### config.mk
export PLATFORM = sky130hd
export DESIGN_NAME = ysyx_24080014_fetch_ctrl_flat
export DESIGN_NICKNAME = d
export VERILOG_FILES = /design/src/rtl/ysyx_24080014_fetch_ctrl_if.sv /design/src/rtl/ysyx_24080014_fetch_ctrl.sv /design/src/flat_wrapper.sv
export SDC_FILE = /design/constraint.sdc
export NUM_CORES = 1
export LEC_CHECK = 0
export CORE_UTILIZATION = 46
export DETAILED_ROUTE_END_ITERATION = 7
export GPL_ROUTABILITY_DRIVEN = 0
export PLACE_DENSITY = 0.88
export SLEW_MARGIN = 30
export SYNTH_ARGS = -nofsm -noshare
export SYNTH_HDL_FRONTEND = slang
export SYNTH_SLANG_ARGS = --single-unit
### constraint.sdc
create_clock -name clk -period 2.19 [get_ports clk]
set_clock_uncertainty 0.05 [all_clocks]
set_input_delay 0.438 -clock clk [delete_from_list [all_inputs] [get_ports clk]]
set_output_delay 0.438 -clock clk [all_outputs]
set_load 0.05 [all_outputs]
### src/rtl/ysyx_24080014_fetch_ctrl_if.sv
// Read-channel bundle between the fetch controller (master) and instruction memory (slave).
interface ysyx_24080014_fetch_ctrl_if;
   logic        arvalid;
   logic [31:0] araddr;
   logic        arready;
   logic        rvalid;
   logic [31:0] rdata;
   logic [1:0]  rresp;
   logic        rready;

   modport master (
      output arvalid, araddr, rready,
      input  arready, rvalid, rdata, rresp
   );

   modport slave (
      input  arvalid, araddr, rready,
      output arready, rvalid, rdata, rresp
   );
endinterface

### src/rtl/ysyx_24080014_fetch_ctrl.sv
// PC register and single-outstanding instruction fetch sequencer for the multi-cycle core.
// Buffers one instruction for the IDU, then waits for the committed next PC or a redirect.
module ysyx_24080014_fetch_ctrl #(
   parameter logic [31:0] RESET_PC    = 32'h8000_0000,
   parameter int          TIMEOUT_CYC = 1024,
   parameter int          CNT_W       = 32
) (
   input  logic                 clk,
   input  logic                 rst,
   ysyx_24080014_fetch_ctrl_if.master bus,
   output logic [31:0]          pc,
   output logic                 inst_valid,
   output logic [31:0]          inst,
   output logic                 inst_fault,
   input  logic                 inst_ready,
   input  logic                 npc_valid,
   input  logic [31:0]          npc,
   input  logic                 redirect_valid,
   input  logic [31:0]          redirect_pc,
   output logic                 fetch_timeout,
   output logic [CNT_W-1:0]     fetch_cnt
);

   localparam int WC_W = $clog2(TIMEOUT_CYC + 1);
   localparam logic [WC_W-1:0] TO_LIM = WC_W'(TIMEOUT_CYC);

   typedef enum logic [2:0] {S_IDLE, S_REQ, S_RESP, S_DLVR, S_WNPC} state_t;

   state_t          state, state_nxt;
   logic [31:0]     pc_nxt;
   logic            pc_ld;
   logic            redir_pend;
   logic [31:0]     redir_pc;
   logic            pend_set, pend_clr;
   logic            resp_take, fault_ld, handoff;
   logic            wait_clr, wait_inc, to_hit;
   logic [WC_W-1:0] wait_cnt;
   logic            fault_q;
   logic            misaligned;

   assign misaligned = |pc[1:0];

   always_ff @(posedge clk or negedge rst) begin
      if (!rst) state <= S_IDLE;
      else      state <= state_nxt;
   end

   always_comb begin
      state_nxt   = state;
      pc_ld       = 1'b0;
      pc_nxt      = pc;
      pend_set    = 1'b0;
      pend_clr    = 1'b0;
      resp_take   = 1'b0;
      fault_ld    = 1'b0;
      handoff     = 1'b0;
      wait_clr    = 1'b0;
      wait_inc    = 1'b0;
      to_hit      = 1'b0;
      bus.arvalid = 1'b0;
      bus.araddr  = pc;
      bus.rready  = 1'b0;
      inst_valid  = 1'b0;
      inst_fault  = 1'b0;
      case (state)
         S_IDLE: begin
            state_nxt = S_REQ;
            if (redirect_valid) begin
               pc_ld  = 1'b1;
               pc_nxt = redirect_pc;
            end
         end
         S_REQ: begin
            if (misaligned) begin
               // No request is issued yet, so a redirect can take effect immediately.
               if (redirect_valid) begin
                  pc_ld  = 1'b1;
                  pc_nxt = redirect_pc;
               end else begin
                  fault_ld  = 1'b1;
                  state_nxt = S_DLVR;
               end
            end else begin
               bus.arvalid = 1'b1;
               pend_set    = redirect_valid;
               if (bus.arready) begin
                  wait_clr  = 1'b1;
                  state_nxt = S_RESP;
               end
            end
         end
         S_RESP: begin
            bus.rready = 1'b1;
            if (bus.rvalid) begin
               // A redirect seen now or earlier discards this response.
               if (redirect_valid || redir_pend) begin
                  pc_ld     = 1'b1;
                  pc_nxt    = redirect_valid ? redirect_pc : redir_pc;
                  pend_clr  = 1'b1;
                  state_nxt = S_REQ;
               end else begin
                  resp_take = 1'b1;
                  state_nxt = S_DLVR;
               end
            end else begin
               pend_set = redirect_valid;
               wait_inc = (wait_cnt != TO_LIM);
               to_hit   = wait_inc && (wait_cnt == TO_LIM - WC_W'(1));
            end
         end
         S_DLVR: begin
            inst_valid = 1'b1;
            inst_fault = fault_q;
            if (redirect_valid) begin
               pc_ld     = 1'b1;
               pc_nxt    = redirect_pc;
               state_nxt = S_REQ;
            end else if (inst_ready) begin
               handoff   = 1'b1;
               state_nxt = S_WNPC;
            end
         end
         S_WNPC: begin
            if (redirect_valid) begin
               pc_ld     = 1'b1;
               pc_nxt    = redirect_pc;
               state_nxt = S_REQ;
            end else if (npc_valid) begin
               pc_ld     = 1'b1;
               pc_nxt    = npc;
               state_nxt = S_REQ;
            end
         end
         default: state_nxt = S_IDLE;
      endcase
   end

   always_ff @(posedge clk or negedge rst) begin
      if (!rst) begin
         pc            <= RESET_PC;
         inst          <= '0;
         fault_q       <= 1'b0;
         redir_pend    <= 1'b0;
         redir_pc      <= '0;
         wait_cnt      <= '0;
         fetch_timeout <= 1'b0;
         fetch_cnt     <= '0;
      end else begin
         if (pc_ld) pc <= pc_nxt;
         if (fault_ld) begin
            inst    <= '0;
            fault_q <= 1'b1;
         end else if (resp_take) begin
            inst    <= (|bus.rresp) ? 32'h0 : bus.rdata;
            fault_q <= |bus.rresp;
         end
         // Newest redirect target overwrites any earlier pending one.
         if (pend_set) begin
            redir_pend <= 1'b1;
            redir_pc   <= redirect_pc;
         end else if (pend_clr) begin
            redir_pend <= 1'b0;
         end
         if (wait_clr)      wait_cnt <= '0;
         else if (wait_inc) wait_cnt <= wait_cnt + WC_W'(1);
         if (to_hit)  fetch_timeout <= 1'b1;
         if (handoff) fetch_cnt <= fetch_cnt + CNT_W'(1);
      end
   end

endmodule

### src/flat_wrapper.sv
// flat-port wrapper written by rule: the top's interface ports become plain ports
module ysyx_24080014_fetch_ctrl_flat 
#(
   parameter logic [31:0] RESET_PC    = 32'h8000_0000,
   parameter int          TIMEOUT_CYC = 1024,
   parameter int          CNT_W       = 32
)
  (clk, rst, pc, inst_valid, inst, inst_fault, inst_ready, npc_valid, npc, redirect_valid, redirect_pc, fetch_timeout, fetch_cnt, bus_arvalid, bus_araddr, bus_rready, bus_arready, bus_rvalid, bus_rdata, bus_rresp);
  ysyx_24080014_fetch_ctrl_if bus_i ();
  input  logic clk;
  input  logic rst;
  output logic [31:0] pc;
  output logic inst_valid;
  output logic [31:0] inst;
  output logic inst_fault;
  input  logic inst_ready;
  input  logic npc_valid;
  input  logic [31:0] npc;
  input  logic redirect_valid;
  input  logic [31:0] redirect_pc;
  output logic fetch_timeout;
  output logic [CNT_W-1:0] fetch_cnt;
  output wire logic [$bits(bus_i.arvalid)-1:0] bus_arvalid;
  output wire logic [$bits(bus_i.araddr)-1:0] bus_araddr;
  output wire logic [$bits(bus_i.rready)-1:0] bus_rready;
  input wire logic [$bits(bus_i.arready)-1:0] bus_arready;
  input wire logic [$bits(bus_i.rvalid)-1:0] bus_rvalid;
  input wire logic [$bits(bus_i.rdata)-1:0] bus_rdata;
  input wire logic [$bits(bus_i.rresp)-1:0] bus_rresp;
  assign bus_arvalid = bus_i.arvalid;
  assign bus_araddr = bus_i.araddr;
  assign bus_rready = bus_i.rready;
  assign bus_i.arready = bus_arready;
  assign bus_i.rvalid = bus_rvalid;
  assign bus_i.rdata = bus_rdata;
  assign bus_i.rresp = bus_rresp;
  ysyx_24080014_fetch_ctrl #(.RESET_PC(RESET_PC), .TIMEOUT_CYC(TIMEOUT_CYC), .CNT_W(CNT_W)) u_core (.clk(clk), .rst(rst), .bus(bus_i), .pc(pc), .inst_valid(inst_valid), .inst(inst), .inst_fault(inst_fault), .inst_ready(inst_ready), .npc_valid(npc_valid), .npc(npc), .redirect_valid(redirect_valid), .redirect_pc(redirect_pc), .fetch_timeout(fetch_timeout), .fetch_cnt(fetch_cnt));
endmodule
Word-level counts from Yosys, hierarchy flattened:

Cells that the tools add are included.

* register bits: 145
* latch bits: 0
* RAM bits: 0
* memory bits (read-only): 0
* input port bits: 105
* output and inout bits: 133
* logic and storage cells: 95
* memories: 0

* $add $sub $neg: 2
* $mul: 0
* div/mod/pow operators: 0
* magnitude comparators: 0
* equal/unequal tests: 13
* shift-type cells: 0
* multiplexer cells: 59
* bitwise operators: 0
* reduce and logical (&&, ||, !) cells: 12

Operators with widths (number)
* 32-bit 2-to-1 mux: 10
* 32-bit case mux with 4 select lines: 1
* 1-bit 2-to-1 mux: 34
* 32-bit by 1-bit adder with 32-bit output (second input constant): 1
* 3-bit 2-to-1 mux: 8
* 11-bit 2-to-1 mux: 2
* 3-bit case mux with 5 select lines: 1
* 11-bit by 1-bit adder with 11-bit output (second input constant): 1
* 11-bit by 10-bit equality test with 1-bit output (second input constant): 1
* 11-bit != test (second input constant): 1
* 3-bit != test (second input constant): 3
* 3-bit by 2-bit equality test with 1-bit output (second input constant): 2
* 6-bit AND reduction: 1
* 2-bit nonzero test: 3
* 2-bit OR reduction: 3
* 5-bit AND reduction: 1
* 2-bit by 1-bit != test with 1-bit output (second input constant): 2
* 1-bit case mux with 4 select lines: 1
* 4-bit nonzero test: 1
* 3-bit by 1-bit equality test with 1-bit output (second input constant): 1
* 3-bit equality test (second input constant): 1
* 3-bit logical NOT: 1
* 3-bit by 2-bit != test with 1-bit output (second input constant): 1
* 2-bit 2-to-1 mux: 1
* other kinds (4): 4

Depth between registers and ports, before layout:

* depth in word-level cells: 6
* depth in mapped cells: 7

Worst setup path before layout:

OpenSTA, ideal clock, no wires.

* kind: register to register
* start: reg u_core.pc[1], in the netlist u_core.bus.araddr[1]
* end: reg u_core.redir_pc[22]
* arrival time: 1.849 ns
* slack: 0.166 ns
* stages on the path, launching flop included: 6
* path buffers: 1
* path through: dfrtp_1 > nor3_1 > o2bb2ai_1 > nand2_1 > buf_1 > mux2_2

* longest elaborated chain between the ends: 3

Ends and longest elaborated chain
* from (decl): line ysyx_24080014_fetch_ctrl.sv:11 `output logic [31:0] pc,`
* from (signal assigned): line ysyx_24080014_fetch_ctrl.sv:149 `if (pc_ld) pc <= pc_nxt;`
* 2-bit OR reduction: line ysyx_24080014_fetch_ctrl.sv:41 `assign misaligned = |pc[1:0];`
* 1-bit 2-to-1 mux: line ysyx_24080014_fetch_ctrl.sv:74 `if (misaligned) begin`
* 1-bit case mux with 2 select lines: line ysyx_24080014_fetch_ctrl.sv:65 `case (state)`
* to (signal assigned): line ysyx_24080014_fetch_ctrl.sv:160 `redir_pc <= redirect_pc;`
* to (decl): line ysyx_24080014_fetch_ctrl.sv:33 `logic [31:0] redir_pc;`

Every way passes these cells.
A chain may end at the register's enable or synchronous reset.

Final worst setup path:

* start: reg u_core.fetch_cnt[5]
* end: out fetch_cnt[5]

RTL lines
* from (decl): line ysyx_24080014_fetch_ctrl.sv:21 `output logic [CNT_W-1:0] fetch_cnt`
* from (signal assigned): line ysyx_24080014_fetch_ctrl.sv:167 `if (handoff) fetch_cnt <= fetch_cnt + CNT_W'(1);`
* to (decl): line flat_wrapper.sv:22 `output logic [CNT_W-1:0] fetch_cnt;`

No word-level cell between the ends.

==> flow_metrics.tcl <==
set metrics [dict create \
    status "finished, final reports clean" \
    wirelength_microns 18300 \
    die_y_microns 124 \
    viasPerCell 5.65 \
    hold_violations 0 \
    clock-sinks 145 \
    critical_path.max_fanout 4 \
    setup_viol 0 \
    cpMaxStageDelayCell "clkdlybuf4s50_1" \
    grt.met3_usage_pct 7.15 \
    netlist_instances 581 \
    drive_above_1_share_pct 15.0 \
    grt_util_met2_pct 41.2 \
    first_pass_iters 5 \
    synthArstFlopShare_pct 100 \
    critPathLaunchType "flop" \
    fp-row-count 44 \
    ant_nets 0 \
    synth_nets 689 \
    busiest_layer "met2" \
    arrival_ps 1660 \
    grt_pass1_wl_microns 28100 \
    synth-seq-cells 145 \
    max_freq_mhz 466 \
    final_common_cell "clkdlybuf4s50_1" \
    path_class "flop to output port" \
    synth.yosys.seq_area_share_pct 53.4 \
    final.setup.worst_slack_ps 42.6 \
    drc 0 \
    syn-cell-area_sq_um 6790 \
    track_usage_pct 24.3 \
    ys_types 52 \
    coreArea_sq_um 14500 \
    slew_violations 0 \
    leakage_uw 0.00478 \
    portBuffers 237 \
    dpl.hpwl_microns 13200 \
    endpoint_kind "output port" \
    route.vias.total 5673 \
    path_cells "clkdlybuf4s50_1" \
    holdCritPathClass "flop to flop" \
    path_clk_slew_ps 60 \
    min_period_ps 2150 \
    grt_overflow_total 0 \
    worst_pin_slew_ps 635 \
    yosysWarnings 0 \
    root_buffer "clkbuf_16" \
    max_stage_delay_ps 830 \
    dieArea_sq_um 15300 \
    grt_pass1_vias 5743 \
    synthFlopType "dfrtp_1" \
    worstPathRequired_ps 1700 \
    grt_max_degree 50 \
    start_util_pct 46.9 \
    dieWidth_microns 124 \
    met1_usage_pct 28.8 \
    antenna_found_initial 0 \
    drv_cap 0 \
    ir_worst_vdd_uv 1260 \
    wl_per_cell_microns 18.3 \
    syn_avg_cell_area_sq_um 11.7 \
    clk_latency_ps 420 \
    relSlewSlack_pct 57.4 \
    cts_tree "built" \
    dp_slack_ps -116 \
    nNetsFinal 915 \
    area_delta_synth_final_pct 47.9 \
    diodes 0 \
    io_pins 238 \
    power.total_uw 13200 \
    path_buf_inv 1 \
    critPathTopFamily "buffers and inverters" \
    first_iter_violations 492 \
    layout_common_cells "clkdlybuf4s50_1 (202), dfrtp_1 (144), inv_1 (40)" \
    cts_made_buffers 17 \
    power.density_nw_per_um2 1310 \
    final.period_utilization_pct 98.1 \
    h-tree-depth 4 \
    clockBufferDepth 2 \
    synth_enable_flop_cells 0 \
]
## metal layers
| layer | vias to the layer above | share of wire (%) |
|---|---|---|
| met4 | 0 | 2.8 |
| met5 | - | 0 |
| met2 | 287 | 50 |
| met3 | 44 | 8.1 |
| met1 | 2801 | 39 |
| li1 | 2541 | - |
## cells by family (layout without fill, tap and decap cells)
| family | after synthesis | after routing | share of synthesized area, % |
|---|---|---|---|
| simple gates | 130 | 130 | 11.1 |
| compound gates | 93 | 93 | 11.6 |
| mux | 66 | 66 | 10.4 |
| xor+xnor | 36 | 36 | 4.64 |
| flops | 145 | 145 | 53.4 |
| buf+inv | 108 | 347 | 8.29 |
| fa+ha+maj | 3 | 3 | 0.553 |
## report_power, final
part / total (uW) / leakage [uW] / internal (uW) / switching, uW
Clock: 2800 / 0.000267 / 1660 / 1140
Sequential: 3990 / 0.00186 / 3410 / 585
Combinational: 6410 / 0.00265 / 2490 / 3920
Total: 13200 / 0.00478 / 7560 / 5650
## repair_timing
action | CTS | global route
pin swaps | 0 | 0
hold buffers | 1 | 0
setup buffers | 0 | 1
hold endpoints to repair | 46 | 0
endpoints found under the setup margin | 15 | 16
gates resized for setup | 15 | 17
## path summary, 6_finish.rpt
| kind | startpoint | endpoint | slack, ps | cells past startpoint |
|---|---|---|---|---|
| setup / recovery | u_core.fetch_cnt[5] | fetch_cnt[5] | 40 | 1 |
| hold / removal | u_core.fetch_cnt[31] | u_core.fetch_cnt[31] | 430 | 1 |
| setup reg to reg | u_core.state[2] | u_core.wait_cnt[2] | 180 | 5 |
| hold reg to reg | u_core.fetch_cnt[31] | u_core.fetch_cnt[31] | 430 | 1 |
| max in group asynchronous | rst | u_core.bus.araddr[31] | 970 | 3 |
| min in group asynchronous | rst | u_core.redir_pc[29] | 470 | 2 |
## sequential cells by signal, summed over array words and instances (netlist names)
| name | flops |
|---|---|
| u_core.inst | 32 |
| u_core.redir_pend | 1 |
| u_core.fault_q | 1 |
| u_core.wait_cnt | 11 |
| u_core.bus.araddr | 32 |
| u_core.state | 3 |
| u_core.redir_pc | 32 |
| u_core.fetch_cnt | 32 |
| u_core.fetch_timeout | 1 |
## final cells by class
| cell class | count | area, sq um |
|---|---|---|
| fill | 999 | 4430 |
| sequential | 145 | 3630 |
| timing repair buffer | 274 | 2830 |
| multi-input combinational | 328 | 2640 |
| clock buffer | 17 | 425 |
| tap | 184 | 230 |
| inverter | 41 | 154 |
| clock inverter | 15 | 144 |
## cells in the mapped netlist (2+ instances only)
master / number / area share (%)
a21oi_1: 6 / 0.44
and2_1: 6 / 0.55
and4b_1: 2 / 0.29
buf_4: 38 / 4.2
xor2_1: 18 / 2.3
inv_1: 41 / 2.3
a222oi_1: 32 / 4.7
xnor2_1: 18 / 2.3
nor2_1: 15 / 0.83
o21ai_1: 2 / 0.15
nand2_1: 16 / 0.88
nand4_1: 11 / 1.0
nand4b_1: 2 / 0.26
ha_1: 3 / 0.55
mux2_2: 34 / 5.6
buf_2: 12 / 0.88
or3_1: 5 / 0.46
nor4_1: 7 / 0.64
mux2i_1: 32 / 4.7
and3_1: 9 / 0.83
nor2b_1: 8 / 0.74
a22o_1: 32 / 4.1
clkbuf_1: 16 / 0.88
and4_1: 9 / 1.2
nand3_1: 18 / 1.3
o21ai_0: 8 / 0.59
nand2b_1: 4 / 0.37
nor3_1: 10 / 0.74
dfrtp_1: 144 / 53
## worst reg2reg max path: cells and delay by family, from the launching register on
family,cells,cell delay (ps)
flip-flops,1,380
multiplexers,1,140
buffers and inverters,1,180
AND/OR/NAND/NOR,2,580
AO/OA/AOI/OAI,1,560
## per-stage QoR
| stage | setup TNS (ps) | utilization, % | cell area [sq um] | hold WS (ps) | std cells |
|---|---|---|---|---|---|
| 2_1_floorplan | 0 | - | 6790 | 92.4 | 581 |
| 3_3_place_gp | -397 | 65.1 | 9420 | 366 | 970 |
| 3_5_place_dp | -2190 | 65.1 | 9420 | 369 | 970 |
| 4_1_cts | 0 | 69.0 | 9990 | 434 | 1003 |
| 5_1_grt | -5.78 | 69.4 | 10000 | 444 | 1004 |
| 6_report | 0 | 69.4 | 10000 | 430 | 1004 |
(Power assumes the default switching activity.)
